--- src/rtl/tdm_frame_counter_pkg.sv ---
// Shared types and width helper for the TDM frame counter.
package tdm_cnt_pkg;

  typedef enum logic {IDLE = 1'b0, RUN = 1'b1} tdm_cnt_state_t;

  function automatic int cnt_w(int n);
    return (n > 1) ? $clog2(n) : 1;
  endfunction

endpackage

--- src/rtl/tdm_frame_counter_if.sv ---
// Control inputs, indices and strobes of the TDM timebase.
interface tdm_frame_counter_if #(
  parameter int SLOT_CYCLES = 8,
  parameter int NUM_SLOTS   = 4,
  parameter int NUM_FRAMES  = 16
);
  import tdm_cnt_pkg::*;

  localparam int CW = cnt_w(SLOT_CYCLES);
  localparam int SW = cnt_w(NUM_SLOTS);
  localparam int FW = cnt_w(NUM_FRAMES);

  logic          en;
  logic          start;
  logic          clear;
  logic [CW-1:0] cyc_idx;
  logic [SW-1:0] slot_idx;
  logic [FW-1:0] frame_idx;
  logic          active;
  logic          slot_start;
  logic          slot_last;
  logic          frame_start;
  logic          frame_last;
  logic          seq_done;

  modport master (
    output en, start, clear,
    input  cyc_idx, slot_idx, frame_idx, active,
    input  slot_start, slot_last, frame_start, frame_last, seq_done
  );

  modport slave (
    input  en, start, clear,
    output cyc_idx, slot_idx, frame_idx, active,
    output slot_start, slot_last, frame_start, frame_last, seq_done
  );

endinterface

--- src/rtl/tdm_frame_counter_wrap.sv ---
// Modulo-N counter; `wrap` carries into the next level of the chain.
module wrap_counter
  import tdm_cnt_pkg::*;
#(
  parameter int N = 2
) (
  input  logic                clk,
  input  logic                rst,
  input  logic                clr,
  input  logic                inc,
  output logic [cnt_w(N)-1:0] q,
  output logic                last,
  output logic                wrap
);

  localparam int             W   = cnt_w(N);
  localparam logic [W-1:0]   MAX = W'(N - 1);

  logic [W-1:0] q_q, q_d;

  always_comb begin
    q_d = q_q;
    if (clr) begin
      q_d = '0;
    end else if (inc) begin
      q_d = last ? '0 : q_q + W'(1);
    end
  end

  always_ff @(posedge clk) begin
    if (rst) q_q <= '0;
    else     q_q <= q_d;
  end

  assign q    = q_q;
  assign last = (q_q == MAX);
  assign wrap = last && inc;

endmodule

--- src/rtl/tdm_frame_counter.sv ---
// Three-level TDM timebase: beat/slot/frame counters, run FSM and strobe decode.
module tdm_frame_counter
  import tdm_cnt_pkg::*;
#(
  parameter int SLOT_CYCLES = 8,
  parameter int NUM_SLOTS   = 4,
  parameter int NUM_FRAMES  = 16,
  parameter int ONE_SHOT    = 0
) (
  input  logic                clk,
  input  logic                rst,
  tdm_frame_counter_if.slave  bus
);

  localparam int CW = cnt_w(SLOT_CYCLES);
  localparam int SW = cnt_w(NUM_SLOTS);
  localparam int FW = cnt_w(NUM_FRAMES);

  if (SLOT_CYCLES < 1 || NUM_SLOTS < 1 || NUM_FRAMES < 1) begin : g_bad_param
    $error("tdm_frame_counter: count parameters must all be >= 1");
  end

  tdm_cnt_state_t state_q, state_d;
  logic           seq_done_q, seq_done_d;
  logic           active, adv;
  logic           cyc_last, slot_last_w, cyc_wrap, slot_wrap, final_beat;
  logic           frame_last_unused;
  logic [CW-1:0]  cyc_q;
  logic [SW-1:0]  slot_q;
  logic [FW-1:0]  frame_q;

  assign active = (state_q == RUN);
  // clear outranks advance, so it also suppresses the final beat
  assign adv    = active && bus.en && !bus.clear;

  wrap_counter #(.N(SLOT_CYCLES)) u_cyc (
    .clk(clk), .rst(rst), .clr(bus.clear), .inc(adv),
    .q(cyc_q), .last(cyc_last), .wrap(cyc_wrap)
  );

  wrap_counter #(.N(NUM_SLOTS)) u_slot (
    .clk(clk), .rst(rst), .clr(bus.clear), .inc(cyc_wrap),
    .q(slot_q), .last(slot_last_w), .wrap(slot_wrap)
  );

  wrap_counter #(.N(NUM_FRAMES)) u_frame (
    .clk(clk), .rst(rst), .clr(bus.clear), .inc(slot_wrap),
    .q(frame_q), .last(frame_last_unused), .wrap(final_beat)
  );

  always_comb begin
    state_d    = state_q;
    seq_done_d = final_beat;
    case (state_q)
      IDLE: begin
        if (ONE_SHOT == 0)                state_d = RUN;
        else if (bus.start && !bus.clear) state_d = RUN;
      end
      RUN: begin
        if (ONE_SHOT != 0 && final_beat) state_d = IDLE;
      end
      default: state_d = IDLE;
    endcase
  end

  always_ff @(posedge clk) begin
    if (rst) begin
      state_q    <= IDLE;
      seq_done_q <= 1'b0;
    end else begin
      state_q    <= state_d;
      seq_done_q <= seq_done_d;
    end
  end

  assign bus.cyc_idx     = cyc_q;
  assign bus.slot_idx    = slot_q;
  assign bus.frame_idx   = frame_q;
  assign bus.active      = active;
  assign bus.slot_start  = active && (cyc_q == '0);
  assign bus.slot_last   = active && cyc_last;
  assign bus.frame_start = active && (cyc_q == '0) && (slot_q == '0);
  assign bus.frame_last  = active && cyc_last && slot_last_w;
  assign bus.seq_done    = seq_done_q;

endmodule

--- src/flat_wrapper.sv ---
// flat-port wrapper written by rule: the top's interface ports become plain ports
module tdm_frame_counter_flat import tdm_cnt_pkg::*;
#(
  parameter int SLOT_CYCLES = 8,
  parameter int NUM_SLOTS   = 4,
  parameter int NUM_FRAMES  = 16,
  parameter int ONE_SHOT    = 0
)
  (clk, rst, bus_en, bus_start, bus_clear, bus_cyc_idx, bus_slot_idx, bus_frame_idx, bus_active, bus_slot_start, bus_slot_last, bus_frame_start, bus_frame_last, bus_seq_done);
  tdm_frame_counter_if #(.SLOT_CYCLES(SLOT_CYCLES), .NUM_SLOTS(NUM_SLOTS), .NUM_FRAMES(NUM_FRAMES)) bus_i ();
  input  logic clk;
  input  logic rst;
  input wire logic [$bits(bus_i.en)-1:0] bus_en;
  input wire logic [$bits(bus_i.start)-1:0] bus_start;
  input wire logic [$bits(bus_i.clear)-1:0] bus_clear;
  output wire logic [$bits(bus_i.cyc_idx)-1:0] bus_cyc_idx;
  output wire logic [$bits(bus_i.slot_idx)-1:0] bus_slot_idx;
  output wire logic [$bits(bus_i.frame_idx)-1:0] bus_frame_idx;
  output wire logic [$bits(bus_i.active)-1:0] bus_active;
  output wire logic [$bits(bus_i.slot_start)-1:0] bus_slot_start;
  output wire logic [$bits(bus_i.slot_last)-1:0] bus_slot_last;
  output wire logic [$bits(bus_i.frame_start)-1:0] bus_frame_start;
  output wire logic [$bits(bus_i.frame_last)-1:0] bus_frame_last;
  output wire logic [$bits(bus_i.seq_done)-1:0] bus_seq_done;
  assign bus_i.en = bus_en;
  assign bus_i.start = bus_start;
  assign bus_i.clear = bus_clear;
  assign bus_cyc_idx = bus_i.cyc_idx;
  assign bus_slot_idx = bus_i.slot_idx;
  assign bus_frame_idx = bus_i.frame_idx;
  assign bus_active = bus_i.active;
  assign bus_slot_start = bus_i.slot_start;
  assign bus_slot_last = bus_i.slot_last;
  assign bus_frame_start = bus_i.frame_start;
  assign bus_frame_last = bus_i.frame_last;
  assign bus_seq_done = bus_i.seq_done;
  tdm_frame_counter #(.SLOT_CYCLES(SLOT_CYCLES), .NUM_SLOTS(NUM_SLOTS), .NUM_FRAMES(NUM_FRAMES), .ONE_SHOT(ONE_SHOT)) u_core (.clk(clk), .rst(rst), .bus(bus_i));
endmodule
--- config.mk ---
export PLATFORM = sky130hd
export DESIGN_NAME = tdm_frame_counter_flat
export DESIGN_NICKNAME = d
export VERILOG_FILES = /design/src/rtl/tdm_frame_counter_pkg.sv /design/src/rtl/tdm_frame_counter_if.sv /design/src/rtl/tdm_frame_counter_wrap.sv /design/src/rtl/tdm_frame_counter.sv /design/src/flat_wrapper.sv
export SDC_FILE = /design/constraint.sdc
export NUM_CORES = 1
export LEC_CHECK = 0
export CORE_UTILIZATION = 38
export DETAILED_ROUTE_END_ITERATION = 10
export GPL_TIMING_DRIVEN = 0
export HOLD_SLACK_MARGIN = 0.06
export PLACE_DENSITY_LB_ADDON = 0.15
export SLEW_MARGIN = 20
export SYNTH_ARGS = -nofsm -noshare
export SYNTH_HDL_FRONTEND = slang
export SYNTH_SLANG_ARGS = --single-unit
--- constraint.sdc ---
create_clock -name clk -period 1.3 [get_ports clk]
set_input_delay 0.13 -clock clk [delete_from_list [all_inputs] [get_ports clk]]
set_output_delay 0.13 -clock clk [all_outputs]
set_load 0.01 [all_outputs]
==> metrics.md, run 1 <==
| Metric | Value |
|---|---|
| Status | finished with violations |
| Failing checks | negative setup slack |
| Placer Congestion | 0.7276 |
| Clock transition at path regs | 0.07 ns |
| Synthesized flop and latch total | 11 |
| Yosys warns | 0 |
| Crit share post-route | 104.7% |
| CTS tree | done |
| WL met1 | roughly 630 µm |
| Max-cap violations | 0 |
| Fin util | 66.48% |
| Slew Viols, Final | 0 |
| Die area | 1698 µm² |
| Arr. time, crit path | 1.52 ns |
| Leakage | 0.4012 nW |
| Fin nets | just over 100 |
| Setup-failing EPs final | 7 |
| Die height | 41.21 µm |
| Cell count after synthesis | 67 |
| Seq/Total Area, Yosys | 37.69% |
| Fmax | about 730 MHz |
| Routed WL | 1412 µm |
| CP endpoint kind | flip-flop |
| Routed length per instance | 13.32 µm |
| First-pass GRT wire length | 1863 µm |
| Pwr per Cell Area | between 600 and 700 nW/µm² |
| Peak supply drop | 0.0004841 V |
| Vias per std cell | 5.434 |
| Finished Layout Cells | 106 |
| DR iter-0 viols | 11 |
| Min-Delay Path Class | in -> reg |
| Crit-path max FO | 6 |
| Layout cells sized above 1 | 37.36% |
| Max Used Layer | met4 |
| Post-synth top area cell | dfxtp_1 |
| Routed met2 length | 694 µm |
| Slew Limit Headroom | 83.39% |
| CTS root buf | clkbuf_4 |
| I/O pins | 20 |
| Buffers on Ports | 18 |
| Post-CTS Hold Fix Bufs | 0 |
| DR WL met3 | between 60 and 70 µm |
| H-tree depth reported by CTS | 1 |
| CP most frequent cell | ha_4 |
| Unrepaired setup endpoints after global routing | true |
| Remaining DRCs | 0 |
| Vias after detailed routing | 576 |
| All-layer global routing usage | 17.09% |
| TritonRoute pass-1 iters | 4 |
| CP Class | reg -> reg |
| Gr ovfl total | 0 |
| Worst EP required | 1.46 ns |
| Pin count of the biggest net entering global routing | 11 |
| Asr flop ratio synth | 0% |
| Worst setup skew after layout | roughly 0.0042 ns |
| Initial antenna violation count | 0 |
| Most common cell in the netlist | dfxtp_1 |
| Post-synth top area share | 37.69% |
| Fin crit period | 1.361 ns |
| Vias in the first global route | 446 |
| Die Span X | 41.21 µm |
| Final setup margin | -0.06130 ns |
| Num CTS Buffers | 3 |
| Max incr delay on CP | 0.37 ns |
| Yosys cell types | 24 |
| Maximum buffer depth of the clock tree | 2 |
| Number of flops mapped to enable cells by yosys | 0 |
| Ys flop type | dfxtp_1 |
| Post-Place Cells | 100 |
| Detailed Place HPWL | roughly 920 µm |
| Final hold viol count | 0 |
| Post-DRT Antenna Nets | 0 |
| Setup WS pre-CTS | -0.2998 ns |
| R2R Setup Slk | -0.06 ns |
| Area growth syn-to-layout | 55.46% |
| Core area | 1366 µm² |
| # rows | 13 |
| Clk sinks | 11 |
| CP max-delay cell | dfxtp_4 |
| Synth area leaders | dfxtp_1 38%, ha_1 13%, nand3_1 5.1%, inv_1 4.5%, a21oi_1 4.3% |
| Measured slew at the worst slew-check pin | between 0.2 and 0.25 ns |
| WHS | around 0.41 ns |
| Synthesized area | 584.3 µm² |
| ANT cells | 0 |
| Critical Path Source Type | flip-flop |
| Worst skew pair latency | 0.26 ns |
| Commonest cells post-synth | 11 x dfxtp_1, 7 x inv_1, 6 x ha_1, 6 x nand2_1, 6 x nand3_1 |
| CP Cell Sequence | ha_4, ha_4, and4b_4, buf_4, nand2_2, o32ai_2 |
| Syn_area_per_cell | 8.721 µm² |
| Syn nets | 78 |
| Starting Density | a little over two fifths |
[layout make-up]
type	count	area, µm²
Inverter	7	26.28
Timing Repair Buffer	20	183.9
Clock buffer	4	26.28
Multi-Input combinational cell	47	400.4
Fill cell	115	457.9
Buffer	2	18.77
Tap cell	15	18.77
Sequential cell	11	234.0
[critical path, delay by kind of cell (launching register included)]
family	cells	cell delay, ns
DFF	1	0.37
and+or+nand+nor	2	0.34
adders and majority gates	2	0.30
AOI/OAI and AO/OA	1	0.13
buffers and inverters	1	0.12
[layout by cell type, fill, tap and decap left out, drive strengths merged]
master         synthesis  routed
a211oi                 1       1
a21oi                  5       5
a311oi                 1       1
a31oi                  1       1
a41o                   1       1
and2                   2       2
and3                   1       1
and4b                  1       1
buf                    2       8
clkbuf                 0       4
clkdlybuf4s50          0       5
dfxtp                 11      11
dlygate4sd2            0       7
dlymetal6s2s           0       2
ha                     6       6
inv                    7       7
mux2i                  2       2
nand2                  7       7
nand3                  6       6
nand4                  1       1
nor2                   5       5
nor4                   1       1
o21ai                  2       2
o32ai                  1       1
or2                    1       1
or3                    2       2
[registers in the layout, indices dropped and copies added, names as in the netlist]
name / count
u_core.u_frame.q: 4
u_core.bus.active: 1
u_core.bus.seq_done: 1
u_core.u_slot.q: 2
u_core.u_cyc.q: 3
[per-stage QoR]
step / power (W) / setup TNS [ns] / cell area (µm²)
global route: 0.0006664 / -0.7672 / 908.4
CTS: 0.0006352 / -0.2378 / 862.1
global placement: 0.0004055 / -1.136 / 815.8
finish: 0.0006324 / -0.3115 / 908.4
detailed placement: 0.0004063 / -1.237 / 815.8
floorplan: 0.0003743 / -0.01329 / 616.8
[cell families (layout without fill, tap and decap cells)]
logic type	after synthesis	in the layout	share of synthesized area, %
buf+inv	9	33	7.710
mux	2	2	3.426
fa+ha+maj	6	6	12.85
compound gates	12	12	14.13
flops	11	11	37.69
simple gates	27	27	24.20
[metal layers]
layer  vias up  track usage (%)
li1        282                -
met1       276            20.20
met2        16            28.52
met3         2            4.891
met4         0            7.258
met5         -                0
[repair_timing]
| item | CTS | global route |
|---|---|---|
| buffers inserted | 1 | 1 |
| resized for setup | 35 | 11 |
| setup endpoints to repair | 17 | 12 |
| pin swaps | 5 | 4 |
[path summary, 6_finish.rpt]
path,to,cells after the start,from
worst min-delay path,u_core.bus.active,2,rst
worst max-delay path,u_core.u_frame.q[3],6,u_core.u_cyc.q[1]
worst max register to register,u_core.u_frame.q[3],6,u_core.u_cyc.q[1]
worst min register to register,u_core.u_cyc.q[2],2,u_core.u_cyc.q[2]
[power breakdown]
group          internal, W  switching, W
Clock             0.000118      0.000113
Combinational    0.0000305     0.0000312
Sequential        0.000336    0.00000273
Power figures use the tool's default switching activity.
==> run 2, diff against run 1 <==
==> constraint.sdc (replaced) <==
create_clock -name clk -period 1.3 [get_ports clk]
set_input_delay 0.13 -clock clk [delete_from_list [all_inputs] [get_ports clk]]
set_output_delay 0.13 -clock clk [all_outputs]
set_load 0.005 [all_outputs]
==> metrics.md, run 2 (synthesis results as in run 1) <==
| Metric | Value |
|---|---|
| Starting Density | 42.77% (unchanged) |
| Flop pwr share | 53.5% (about the same) |
| Maximum buffer depth of the clock tree | 2 (unchanged) |
| CTS root buf | clkbuf_4 |
| CP max-delay cell | dfxtp_4 |
| DR iter-0 viols | 4 (-7) |
| Max FFs per register | 4 (unchanged) |
| Int Pwr | 0.0004729 W (-2.5%) |
| Peak supply drop | 0.0004532 V (-6.4%) |
| Crit-path max FO | 6 (unchanged) |
| Pwr per Cell Area | 668.9 nW/µm² (-3.9%) |
| Setup-failing EPs final | 6 (-1) |
| I/O pins | 20 (unchanged) |
| First-pass GRT wire length | 1849 µm (-0.75%) |
| Most frequent cells in the layout | 9 x clkdlybuf4s50_1, 7 x inv_1, 7 x dfxtp_4 |
| CP endpoint kind | primary output |
| # rows | 13 (unchanged) |
| Final setup margin | -0.05023 ns (+0.01107 ns) |
| Final hold viol count | 0 (unchanged) |
| CP Class | reg -> out |
| Failing checks | negative setup slack |
| Num CTS Buffers | 3 (unchanged) |
| Overall power | 0.0006143 W (-2.9%) |
| Setup TNS Final | -0.1919 ns (+0.1196 ns) |
| Unrepaired setup endpoints after global routing | true |
| ANT cells | 0 (unchanged) |
| Die area | 1698 µm² (unchanged) |
| Pin count of the biggest net entering global routing | 11 (unchanged) |
| Net switching power | 0.0001414 W (-3.9%) |
| WHS | 0.4262 ns (+0.01778 ns) |
| Slew Limit Headroom | 86.10% (+2.7 points) |
| Post-DRT Antenna Nets | 0 (unchanged) |
| Worst setup skew after layout | 0.006602 ns (+0.002427 ns) |
| Vias per std cell | 5.283 (-2.8%) |
| Switching share of power | 23.02% (-0.25 points) |
| Die height | 41.21 µm (unchanged) |
| Max-cap violations | 0 (unchanged) |
| Core area | 1366 µm² (unchanged) |
| Measured slew at the worst slew-check pin | 0.2078 ns (-0.04091 ns) |
| All-layer global routing usage | 16.98% (-0.11 points) |
| Crit share post-route | 103.9% (-0.85 points) |
| Initial antenna violation count | 0 (unchanged) |
| Hold depth | 2 (unchanged) |
| H-tree depth reported by CTS | 1 (unchanged) |
| Fin util | 67.22% (+0.73 points) |
| Clk sinks | 11 (unchanged) |
| Placer Congestion | 0.7276 (unchanged) |
| Power share of the clock group | 37.4% (+0.8 points) |
| Clock transition at path regs | 0.07 ns (about the same) |
| R2R cell count | 5 (-1) |
| Gr ovfl total | 0 (unchanged) |
| Detailed Place HPWL | 920.3 µm (unchanged) |
| Worst EP required | 1.17 ns (-0.29 ns) |
| Worst skew pair latency | 0.26 ns (about the same) |
| Hold Path End | u_core.bus.active |
| Buffers on Ports | 18 (unchanged) |
| Critical Path Source Type | flip-flop |
| R2R Setup Slk | -0.04 ns (+0.02 ns) |
| Slew Viols, Final | 0 (unchanged) |
| Die Span X | 41.21 µm (unchanged) |
| Vias after detailed routing | 560 (-2.8%) |
| Leakage | 0.4220 nW (+5.2%) |
| CP Cell Sequence | ha_4, ha_4, and2_1, buf_2 |
| Status | finished with violations |
| Fin crit period | 1.350 ns (-0.01107 ns) |
| Layout cells sized above 1 | 35.16% (-2.2 points) |
| HP Start | rst |
| Post-CTS Hold Fix Bufs | 0 (unchanged) |
| Routed WL | 1309 µm (-7.3%) |
| Setup WS pre-CTS | -0.2649 ns (+0.03489 ns) |
| Reg2reg end | u_core.u_frame.q[2] |
| Min-Delay Path Class | in -> reg |
| Fmax | 740.6 MHz (+0.82%) |
| CTS tree | done |
| Remaining DRCs | 0 (unchanged) |
| R2r startpoint | u_core.u_cyc.q[1] |
| Gate power share | 9.1% (-0.7 points) |
| TritonRoute pass-1 iters | 4 (unchanged) |
| Fin nets | 103 (unchanged) |
| Vias in the first global route | 444 (-0.45%) |
| Area growth syn-to-layout | 57.17% |
| Most common cell after layout, fill and taps aside | clkdlybuf4s50_1 |
| Routed length per instance | 12.35 µm (-7.3%) |
| Max incr delay on CP | 0.36 ns (about the same) |
| CP most frequent cell | ha_4 |
| Arr. time, crit path | 1.22 ns (-0.30 ns) |
run 2: cell count changes in the layout (fill, tap and decap cells not counted), moves of 2 or more:
| cell | previous run | this run |
|---|---|---|
| dlygate4sd2_1 | 7 | 0 |
| dfxtp_4 | 2 | 7 |
| clkdlybuf4s50_1 | 5 | 9 |
| dfxtp_2 | 5 | 2 |
| dlymetal6s2s_1 | 2 | 5 |
| dfxtp_1 | 4 | 2 |
| inv_1 | 5 | 7 |
| inv_2 | 2 | 0 |
run 2: power by group through the flow:
| stage | logic (W) | registers [W] | clock network, W |
|---|---|---|---|
| after floorplan | 0.0000243 | 0.000347 | 0 |
| after global placement | 0.0000555 | 0.000347 | 0 |
| after global routing | 0.0000615 | 0.000329 | 0.000259 |
| after detailed placement | 0.0000561 | 0.000347 | 0 |
| final | 0.0000559 | 0.000328 | 0.000230 |
| after CTS | 0.0000542 | 0.000339 | 0.000239 |
run 2: routing by layer:
metal	wire, µm	vias to the layer above	global-route usage [%]
met5	0	-	0
met4	13	0	7.258
met3	65	2	4.891
met2	638	14	26.95
met1	591	263	21.17
li1	-	281	-
run 2: cell type report:
class	instances	area [µm²]
Multi-Input combinational cell	47	385.4
Sequential cell	11	249.0
Timing Repair Buffer	20	193.9
Clock buffer	4	26.28
Fill cell	107	447.9
Tap cell	15	18.77
Inverter	7	26.28
Buffer	2	18.77
run 2: critical path, delay by kind of cell, from the launching register on:
kind,cells,cell delay (ns)
flip-flops,1,0.36
adder cells (fa/ha/maj),2,0.33
AND/OR/NAND/NOR,1,0.15
buffers and inverters,1,0.12
run 2: repair_timing:
action / CTS / global route
endpoints found under the setup margin: 13 / 19
setup buffers: 1 / 1
gates cloned: 0 / 0
pin swaps: 7 / 4
gates resized for setup: 24 / 20
run 2: worst max-delay path by stage:
| stage | start | end | slack, ns | cells after the start |
|---|---|---|---|---|
| 6_report | u_core.u_cyc.q[1] | bus_slot_last | -0.05 | 4 |
| 5_1_grt | u_core.u_cyc.q[0] | bus_slot_last | -0.11 | 4 |
| 4_1_cts | u_core.u_cyc.q[0] | bus_slot_last | -0.06 | 4 |
| 3_5_place_dp | u_core.u_slot.q[0] | bus_frame_last | -0.26 | 3 |
| 3_3_place_gp | u_core.u_slot.q[0] | bus_frame_last | -0.25 | 3 |
| 2_1_floorplan | u_core.u_cyc.q[1] | u_core.u_frame.q[2] | 0.0005 | 5 |
run 2: through the flow:
stage	std cells	instance area [µm²]
after floorplan	67	616.8
after global placement	100	815.8
after detailed placement	100	815.8
after CTS	105	858.3
after global routing	106	918.4
final	106	918.4
